**config.mk**
```make
export PLATFORM = sky130hd
export DESIGN_NAME = spi_cmd_sequencer
export DESIGN_NICKNAME = d
export VERILOG_FILES = /design/src/rtl/spi_pkg.sv /design/src/rtl/spi_down_counter.sv /design/src/rtl/spi_cmd_sequencer.sv
export SDC_FILE = /design/constraint.sdc
export NUM_CORES = 1
export LEC_CHECK = 0
export ABC_AREA = 1
export CAP_MARGIN = 20
export CORE_ASPECT_RATIO = 0.9
export CORE_MARGIN = 2
export CORE_UTILIZATION = 40
export DETAILED_ROUTE_END_ITERATION = 8
export PLACE_DENSITY = 0.75
export SYNTH_ARGS = -nofsm -noshare
export SYNTH_HDL_FRONTEND = slang
export SYNTH_SLANG_ARGS = --single-unit
```
**constraint.sdc**
```tcl
create_clock -name clk -period 2.8 [get_ports clk]
set_input_delay 0.42 -clock clk [delete_from_list [all_inputs] [get_ports clk]]
set_output_delay 0.42 -clock clk [all_outputs]
set_load 0.005 [all_outputs]
```
**src/rtl/spi_pkg.sv**
```systemverilog
// Shared definitions for the SPI main and its command sequencer: default
// bus widths, the sequencer state encoding and a counter-width helper.
// Define SIMULATION to shorten the default sequencer cooldown.
package spi_pkg;

  localparam int SPI_ADDR_WIDTH = 6;
  localparam int SPI_DATA_WIDTH = 8;

`ifdef SIMULATION
  localparam int SPI_SEQ_COOLDOWN_DEFAULT = 5;
`else
  localparam int SPI_SEQ_COOLDOWN_DEFAULT = 20;
`endif

  localparam int SPI_SEQ_TIMEOUT_DEFAULT = 256;

  typedef enum logic [2:0] {
    S_IDLE,
    S_WAIT_START,
    S_WAIT_DONE,
    S_RESP,
    S_COOLDOWN
  } spi_seq_state_t;

  // Bits needed to hold 0..n; never narrower than one bit so a zero-length
  // cooldown still yields a legal counter.
  function automatic int cnt_width(input int n);
    return (n < 1) ? 1 : $clog2(n + 1);
  endfunction

endpackage

```
**src/rtl/spi_down_counter.sv**
```systemverilog
// Loadable down-counter that saturates at zero and never wraps.
// A load takes priority over a decrement in the same cycle.
module spi_down_counter #(
  parameter int WIDTH = 4
) (
  input  logic             clk,
  input  logic             rst,
  input  logic             i_load,
  input  logic [WIDTH-1:0] i_load_val,
  input  logic             i_dec,
  output logic [WIDTH-1:0] o_count,
  output logic             o_zero
);

  logic [WIDTH-1:0] r_count;

  // Count register: load, else decrement while non-zero.
  // NOTE: sequential state uses non-blocking assignments so every flop
  // samples pre-edge values regardless of statement order.
  always_ff @(posedge clk or posedge rst) begin
    if (rst) begin
      r_count <= '0;
    end else if (i_load) begin
      r_count <= i_load_val;
    end else if (i_dec && (r_count != '0)) begin
      r_count <= r_count - WIDTH'(1);
    end
  end

  assign o_count = r_count;
  assign o_zero  = (r_count == '0);

endmodule

```
**src/rtl/spi_cmd_sequencer.sv**
```systemverilog
// Command front-end for the SPI main: takes one register read/write per
// handshake, drives the main's request inputs, detects completion from its
// chip-select, returns one response and then enforces a cooldown.
// Define SPI_SEQ_TIMEOUT_EN to build the watchdog that turns a stuck
// transaction into an error response.
module spi_cmd_sequencer
  import spi_pkg::*;
#(
  parameter int ADDR_WIDTH      = SPI_ADDR_WIDTH,
  parameter int DATA_WIDTH      = SPI_DATA_WIDTH,
  parameter int COOLDOWN_CYCLES = SPI_SEQ_COOLDOWN_DEFAULT,
  parameter int TIMEOUT_CYCLES  = SPI_SEQ_TIMEOUT_DEFAULT
) (
  input  logic                  clk,
  input  logic                  rst,
  input  logic                  cmd_valid,
  output logic                  cmd_ready,
  input  logic                  cmd_write,
  input  logic [ADDR_WIDTH-1:0] cmd_addr,
  input  logic [DATA_WIDTH-1:0] cmd_wdata,
  output logic                  rsp_valid,
  input  logic                  rsp_ready,
  output logic [DATA_WIDTH-1:0] rsp_rdata,
  output logic                  rsp_error,
  output logic                  spi_en,
  output logic                  spi_mode,
  output logic [ADDR_WIDTH-1:0] spi_addr,
  output logic [DATA_WIDTH-1:0] spi_wdata,
  output logic                  spi_write_valid,
  input  logic                  spi_cs,
  input  logic [DATA_WIDTH-1:0] spi_rdata,
  output logic                  busy
);

  localparam int CD_W = cnt_width(COOLDOWN_CYCLES);

  spi_seq_state_t        r_state, w_state_nxt;
  logic                  r_cmd_ready, w_cmd_ready_nxt;
  logic                  r_rsp_valid, w_rsp_valid_nxt;
  logic [DATA_WIDTH-1:0] r_rsp_rdata, w_rsp_rdata_nxt;
  logic                  r_spi_en, w_spi_en_nxt;
  logic                  r_spi_mode, w_spi_mode_nxt;
  logic [ADDR_WIDTH-1:0] r_spi_addr, w_spi_addr_nxt;
  logic [DATA_WIDTH-1:0] r_spi_wdata, w_spi_wdata_nxt;
  logic                  r_spi_write_valid, w_spi_write_valid_nxt;
  logic                  r_busy, w_busy_nxt;

  logic                  w_cd_load, w_cd_dec, w_cd_zero;
  logic [CD_W-1:0]       w_cd_count;

  spi_down_counter #(.WIDTH(CD_W)) u_cooldown (
    .clk       (clk),
    .rst       (rst),
    .i_load    (w_cd_load),
    .i_load_val(CD_W'(COOLDOWN_CYCLES)),
    .i_dec     (w_cd_dec),
    .o_count   (w_cd_count),
    .o_zero    (w_cd_zero)
  );

`ifdef SPI_SEQ_TIMEOUT_EN
  localparam int WD_W = cnt_width(TIMEOUT_CYCLES);

  logic            r_rsp_error, w_rsp_error_nxt;
  logic            w_wd_load, w_wd_dec, w_wd_zero, w_wd_expire, w_in_wait;
  logic [WD_W-1:0] w_wd_count;

  // Watchdog: reloaded on acceptance, counts down while waiting on the main.
  spi_down_counter #(.WIDTH(WD_W)) u_watchdog (
    .clk       (clk),
    .rst       (rst),
    .i_load    (w_wd_load),
    .i_load_val(WD_W'(TIMEOUT_CYCLES)),
    .i_dec     (w_wd_dec),
    .o_count   (w_wd_count),
    .o_zero    (w_wd_zero)
  );

  assign w_in_wait   = (r_state == S_WAIT_START) || (r_state == S_WAIT_DONE);
  assign w_wd_dec    = w_in_wait;
  // Fires on the edge that completes the TIMEOUT_CYCLES-th waiting cycle.
  assign w_wd_expire = w_in_wait && (w_wd_zero || (w_wd_count == WD_W'(1)));
  assign rsp_error   = r_rsp_error;
`else
  assign rsp_error = 1'b0;
`endif

  // Next-state and next-output decode for the command/response sequence.
  // NOTE: every signal written here gets a default first, so no path can
  // leave one unassigned and infer a latch.
  always_comb begin
    w_state_nxt           = r_state;
    w_cmd_ready_nxt       = r_cmd_ready;
    w_rsp_valid_nxt       = r_rsp_valid;
    w_rsp_rdata_nxt       = r_rsp_rdata;
    w_spi_en_nxt          = r_spi_en;
    w_spi_mode_nxt        = r_spi_mode;
    w_spi_addr_nxt        = r_spi_addr;
    w_spi_wdata_nxt       = r_spi_wdata;
    w_spi_write_valid_nxt = r_spi_write_valid;
    w_cd_load             = 1'b0;
    w_cd_dec              = 1'b0;
`ifdef SPI_SEQ_TIMEOUT_EN
    w_rsp_error_nxt       = r_rsp_error;
    w_wd_load             = 1'b0;
`endif

    case (r_state)
      S_IDLE: begin
        w_cmd_ready_nxt = 1'b1;
        if (cmd_valid && r_cmd_ready) begin
          w_spi_mode_nxt        = cmd_write;
          w_spi_addr_nxt        = cmd_addr;
          w_spi_wdata_nxt       = cmd_wdata;
          w_spi_en_nxt          = 1'b1;
          w_spi_write_valid_nxt = cmd_write;
          w_cmd_ready_nxt       = 1'b0;
          w_state_nxt           = S_WAIT_START;
`ifdef SPI_SEQ_TIMEOUT_EN
          w_wd_load             = 1'b1;
`endif
        end
      end
      S_WAIT_START: begin
        // Chip-select falling means the main has taken the request.
        if (!spi_cs) begin
          w_spi_en_nxt          = 1'b0;
          w_spi_write_valid_nxt = 1'b0;
          w_state_nxt           = S_WAIT_DONE;
        end
      end
      S_WAIT_DONE: begin
        // Chip-select back high marks the end of the transfer.
        if (spi_cs) begin
          w_rsp_rdata_nxt = r_spi_mode ? '0 : spi_rdata;
          w_rsp_valid_nxt = 1'b1;
          w_state_nxt     = S_RESP;
`ifdef SPI_SEQ_TIMEOUT_EN
          w_rsp_error_nxt = 1'b0;
`endif
        end
      end
      S_RESP: begin
        if (r_rsp_valid && rsp_ready) begin
          w_rsp_valid_nxt = 1'b0;
          w_cd_load       = 1'b1;
          if (COOLDOWN_CYCLES == 0) begin
            w_cmd_ready_nxt = 1'b1;
            w_state_nxt     = S_IDLE;
          end else begin
            w_state_nxt     = S_COOLDOWN;
          end
        end
      end
      S_COOLDOWN: begin
        w_cd_dec = 1'b1;
        if (w_cd_zero || (w_cd_count == CD_W'(1))) begin
          w_cmd_ready_nxt = 1'b1;
          w_state_nxt     = S_IDLE;
        end
      end
      default: begin
        w_state_nxt = S_IDLE;
      end
    endcase

`ifdef SPI_SEQ_TIMEOUT_EN
    // A stuck transaction is abandoned and reported as an error response.
    if (w_wd_expire) begin
      w_spi_en_nxt          = 1'b0;
      w_spi_write_valid_nxt = 1'b0;
      w_rsp_error_nxt       = 1'b1;
      w_rsp_rdata_nxt       = '0;
      w_rsp_valid_nxt       = 1'b1;
      w_state_nxt           = S_RESP;
    end
`endif

    w_busy_nxt = (w_state_nxt != S_IDLE);
  end

  // State and output registers; reset drops any in-flight command.
  always_ff @(posedge clk or posedge rst) begin
    if (rst) begin
      r_state           <= S_IDLE;
      r_cmd_ready       <= 1'b1;
      r_rsp_valid       <= 1'b0;
      r_rsp_rdata       <= '0;
      r_spi_en          <= 1'b0;
      r_spi_mode        <= 1'b0;
      r_spi_addr        <= '0;
      r_spi_wdata       <= '0;
      r_spi_write_valid <= 1'b0;
      r_busy            <= 1'b0;
    end else begin
      r_state           <= w_state_nxt;
      r_cmd_ready       <= w_cmd_ready_nxt;
      r_rsp_valid       <= w_rsp_valid_nxt;
      r_rsp_rdata       <= w_rsp_rdata_nxt;
      r_spi_en          <= w_spi_en_nxt;
      r_spi_mode        <= w_spi_mode_nxt;
      r_spi_addr        <= w_spi_addr_nxt;
      r_spi_wdata       <= w_spi_wdata_nxt;
      r_spi_write_valid <= w_spi_write_valid_nxt;
      r_busy            <= w_busy_nxt;
    end
  end

`ifdef SPI_SEQ_TIMEOUT_EN
  // Error flag register, present only with the watchdog.
  always_ff @(posedge clk or posedge rst) begin
    if (rst) begin
      r_rsp_error <= 1'b0;
    end else begin
      r_rsp_error <= w_rsp_error_nxt;
    end
  end
`endif

  assign cmd_ready       = r_cmd_ready;
  assign rsp_valid       = r_rsp_valid;
  assign rsp_rdata       = r_rsp_rdata;
  assign spi_en          = r_spi_en;
  assign spi_mode        = r_spi_mode;
  assign spi_addr        = r_spi_addr;
  assign spi_wdata       = r_spi_wdata;
  assign spi_write_valid = r_spi_write_valid;
  assign busy            = r_busy;

endmodule

```
[Word level (Yosys, flattened, before mapping)]
Cells that the tools add are included.
Operators by class
  $add $sub $neg: 1
  multiply operators: 0
  divide/modulo/power cells: 0
  order comparisons: 0
  equal/unequal tests: 10
  shift operators: 0
  mux-type cells: 23
  bitwise logic cells: 0
  reductions and logical operators: 17
Operators by type and width (count)
  $mux 3: 5
  $pmux 3 s5: 1
  $mux 1: 10
  $mux 5: 2
  $ne 2x2->1 const B: 5
  $mux 8: 1
  $pmux 1 s2: 4
  $reduce_bool 2->1: 4
  $eq 3x2->1 const B: 2
  $reduce_and 2->1: 3
  $reduce_and 3->1: 2
  $eq 5x1->1 const B: 1
  $logic_not 5->1: 1
  $reduce_bool 5->1: 1
  $sub 5x1->5 const B: 1
  $eq 3x1->1 const B: 1
  $eq 3x3->1 const B: 1
  $logic_and 1x1->1: 3
  $logic_not 3->1: 1
  $reduce_bool 3->1: 1
  $logic_or 1x1->1: 1
Storage, ports and cells
  register bits: 36
  latch bits: 0
  memory bits (writable): 0
  memory bits (read-only): 0
  output and inout bits: 29
  logic and storage cells: 62
  memories kept: 0

[Depth between registers and ports, before layout]
  depth in word-level cells: 5
  mapped depth: 9
  gate-level depth less buffers: 9

[Modules after synthesis]
A second synthesis with hierarchy kept.
Second synthesis, totals
  cell total of the unflattened synthesis: 203
  area, all modules: 1716.6 µm²
Modules (own cells, without submodules)
  spi_cmd_sequencer: instances 1, cells each 154, area an instance 1371.3 µm²
  spi_down_counter: instances 1, cells each 49, area an instance 345.3 µm²

[Worst setup path before layout]
Ideal clock, no wire load.
  path kind: reg2reg
  start: reg r_cmd_ready, in the netlist cmd_ready
  end: reg r_spi_addr[1], in the netlist spi_addr[1]
  arrival time: 1131 ps
  data required time: 2735 ps
  path slack: 1604 ps
  cell stages (with the launch flop): 8
  buffers on the path: 1
  clock period less this slack: 1196 ps
  path through: dfstp_2 > nand2_1 > nor2_1 > nand2_4 > inv_6 > buf_12 > nand2_1 > nand2_1
On the way
  cells in the longest elaborated chain, start to end: 2
RTL lines
  start, declared: line spi_cmd_sequencer.sv:38  | logic r_cmd_ready, w_cmd_ready_nxt;
  start signal, assigned: line spi_cmd_sequencer.sv:197  | r_cmd_ready <= w_cmd_ready_nxt;
  $logic_and 1x1->1: line spi_cmd_sequencer.sv:111  | if (cmd_valid && r_cmd_ready) begin
  $reduce_and 2->1 (no line)
  end signal, assigned: line spi_cmd_sequencer.sv:202  | r_spi_addr <= w_spi_addr_nxt;
  end, declared: line spi_cmd_sequencer.sv:43  | logic [ADDR_WIDTH-1:0] r_spi_addr, w_spi_addr_nxt;
No other way between the ends.
A chain may end at the register's enable or synchronous reset.

[Worst setup path after layout]
  start: reg r_cmd_ready, in the netlist cmd_ready
  end: out cmd_ready
RTL lines
  end, declared: line spi_cmd_sequencer.sv:17  | output logic cmd_ready,
No word-level cell between the ends.

==> reports/metrics.yaml <==
run_status:
  status: "finished clean"
clocking:
  cts_tree: "built"
  insertion_delay_ps: 290
  htree_levels: 2
  post_cts_resized: 0
  ctsLongestPathBuffers: 2
  cts.reportedPaths.clkPinSlew_ps: 70
  clock-root-buffer: "clkbuf_8"
  cts_hold_buf: 0
  cts_setup_buffers: 0
  cts_buffers: 5
  clock_sinks: 36
synthesis:
  yosysUniqueCellTypes: 26
  synth_area_mm2: 0.00166
  syn_nets: 223
  ys_ff_latch: 36
  yosys_warnings: 0
  ys_seq_area_share_pct: 54.5
  synth.avg_cell_area_um2: 8.63
  syn_inst: 192
grt:
  grt_max_degree: 37
  grtUsageTotal_pct: 15.4
  overflow: 0
  grt_pass1_vias: 1237
  antenna_found_initial: 0
  grt_first_pass_wirelength_mm: 5.48
sta:
  grt_setup_unrepaired: "false"
  finalSetupViolations: 0
  slew_violations: 0
  hold_viol: 0
  min_period_ps: 1750
  hold_slack_ps: 471
  fin_worst_skew_ps: 3.17
  fin_crit_sh_pct: 62.7
  fin_setup_tns_ps: 0
  fmax_mhz: 570
placement:
  placed_cells: 292
  port_buffers: 55
  gp_congestion: 0.746
  place_hpwl_mm: 2.34
die:
  initial_core_util_pct: 41.2
  ios: 57
  core_area_mm2: 0.00402
  fp.dieArea_mm2: 0.00467
  dieWidth_um: 71.8
  die-height_um: 65.1
  rows: 22
run:
  drv_cap: 0
drt:
  dr_wl_met3_um: 164
  dr.pass1.iters: 4
  route.met2.wl_mm: 1.49
  drc: 0
  wl_met1_mm: 1.50
  final_antenna_net_count: 0
  vias: 1382
  highest_layer: "met4"
  wl_per_cell_um: 10.7
  detail_route.vias_per_cell: 4.61
  wl_mm: 3.22
  drt_iter0_markers: 64
critical_path:
  cp.arrival_ps: 1330
  critPathMaxFanout: 3
  crit_chain: "clkdlybuf4s50_1"
  required_ps: 2380
  cpMaxStageDelayCell: "dfstp_2"
  worst_setup_path_end_kind: "output pin"
  cp-start-kind: "flop"
  crit_family: "flip-flops"
  cp.buffers_inverters: 1
  path_class: "flop to output pin"
  crit_path_max_incr_delay_ps: 550
pwr:
  power.density_mw_per_mm2: 1060
  ir_drop_v: 0.000536
  p_leak_nw: 1.17
cells_and_area:
  antenna_cells: 0
  final_core_util_pct: 58.2
  area_delta_synth_final_pct: 41.2
  drive_gt1_share_pct: 9.92
  fill_cells: 369
  fin_cells: 300
  final_nets: 282
min_path:
  hp-class: "flop to flop"
-- final timing paths --
path / startpoint / end / slack [ps] / depth (start not counted)
worst max-delay path: cmd_ready / cmd_ready / 1050 / 1
worst min-delay path: spi_en / spi_en / 470 / 2
worst max register to register: cmd_ready / spi_mode / 1460 / 6
worst min register to register: spi_en / spi_en / 470 / 2
max in group asynchronous: rst / cmd_ready / 1940 / 3
min in group asynchronous: rst / spi_wdata[4] / 520 / 3
-- sequential cells by signal, indices dropped and copies added (netlist names) --
register,flops
busy,1
cmd_ready,1
r_state,3
rsp_rdata,8
rsp_valid,1
spi_addr,6
spi_en,1
spi_mode,1
spi_wdata,8
spi_write_valid,1
u_cooldown.o_count,5
-- metrics by stage --
step / instance area, um2 / power [mW] / setup WS (ps)
floorplan: 1660 / 1.55 / 1580
global placement: 2230 / 2.03 / 1130
detailed placement: 2230 / 2.05 / 1120
CTS: 2340 / 2.50 / 1030
global route: 2340 / 2.69 / 996
finish: 2340 / 2.47 / 1050
-- layout make-up --
class                   count  area (um2)  share of cell area [%]
repair buffers             56         558                    23.9
clock inverters             2        35.0                    1.50
well taps                  48        60.1                    2.57
clock buffers               6        72.6                    3.10
multi-input cells         131         624                    26.7
flip-flops and latches     36         902                    38.6
inverters                  21        86.3                    3.69
-- tightest hold or removal path: stages, from the launching register on --
cell,delay [ps]
dfrtp_1,340
nand2_1,50
nand2_1,50
-- kinds of logic after synthesis --
logic type / after synthesis / synth area share (%)
compound gates: 12 / 4.53
other cells: 1 / 0.226
simple gates: 115 / 30.7
fa+ha+maj: 3 / 2.27
buf+inv: 25 / 7.85
flops: 36 / 54.5
-- cell usage in the layout, fill, tap and decap left out, types with 2 or more instances in the layout --
| cell | n |
|---|---|
| dfrtp_1 | 35 |
| clkdlybuf4s50_1 | 55 |
| nor2_1 | 3 |
| nand2_2 | 4 |
| o21ai_0 | 9 |
| clkbuf_8 | 5 |
| inv_1 | 15 |
| nand2_1 | 85 |
| inv_2 | 3 |
| nand4_1 | 4 |
| nand2_4 | 2 |
| ha_1 | 3 |
| nand3_1 | 13 |
| nor2_2 | 2 |
-- synth_stat cells --
| cell | n | area, um2 |
|---|---|---|
| nand2_2 | 4 | 25.0 |
| inv_6 | 1 | 8.76 |
| ha_1 | 3 | 37.5 |
| conb_1 | 1 | 3.75 |
| nor2_2 | 2 | 12.5 |
| inv_2 | 3 | 11.3 |
| buf_12 | 1 | 20.0 |
| buf_4 | 1 | 7.51 |
| nand2_4 | 2 | 22.5 |
| inv_1 | 15 | 56.3 |
| nand2_1 | 85 | 319 |
| nand4_1 | 4 | 25.0 |
| o21ai_2 | 1 | 8.76 |
| o21ai_1 | 1 | 5.00 |
| clkinv_1 | 1 | 3.75 |
| buf_2 | 1 | 5.00 |
| dfstp_2 | 1 | 26.3 |
| a21oi_4 | 1 | 16.3 |
| buf_6 | 1 | 11.3 |
| o21ai_0 | 9 | 45.0 |
| nor2_1 | 3 | 11.3 |
| inv_4 | 1 | 6.26 |
| dfrtp_1 | 35 | 876 |
| nand3_1 | 13 | 65.1 |
| nand4_4 | 1 | 21.3 |
| or2_1 | 1 | 6.26 |
-- where the power goes --
| group | total [mW] | switching (mW) | internal, mW |
|---|---|---|---|
| sequential | 0.920 | 0.151 | 0.769 |
| combinational | 1.11 | 0.539 | 0.568 |
| clock | 0.444 | 0.180 | 0.264 |
| total | 2.47 | 0.870 | 1.60 |
-- metal layers --
layer | global-route usage [%] | vias up
met5 | 0 | -
met4 | 5.66 | 0
met3 | 5.13 | 6
met2 | 23.3 | 32
met1 | 20.5 | 627
li1 | - | 717
(Power assumes the default switching activity.)
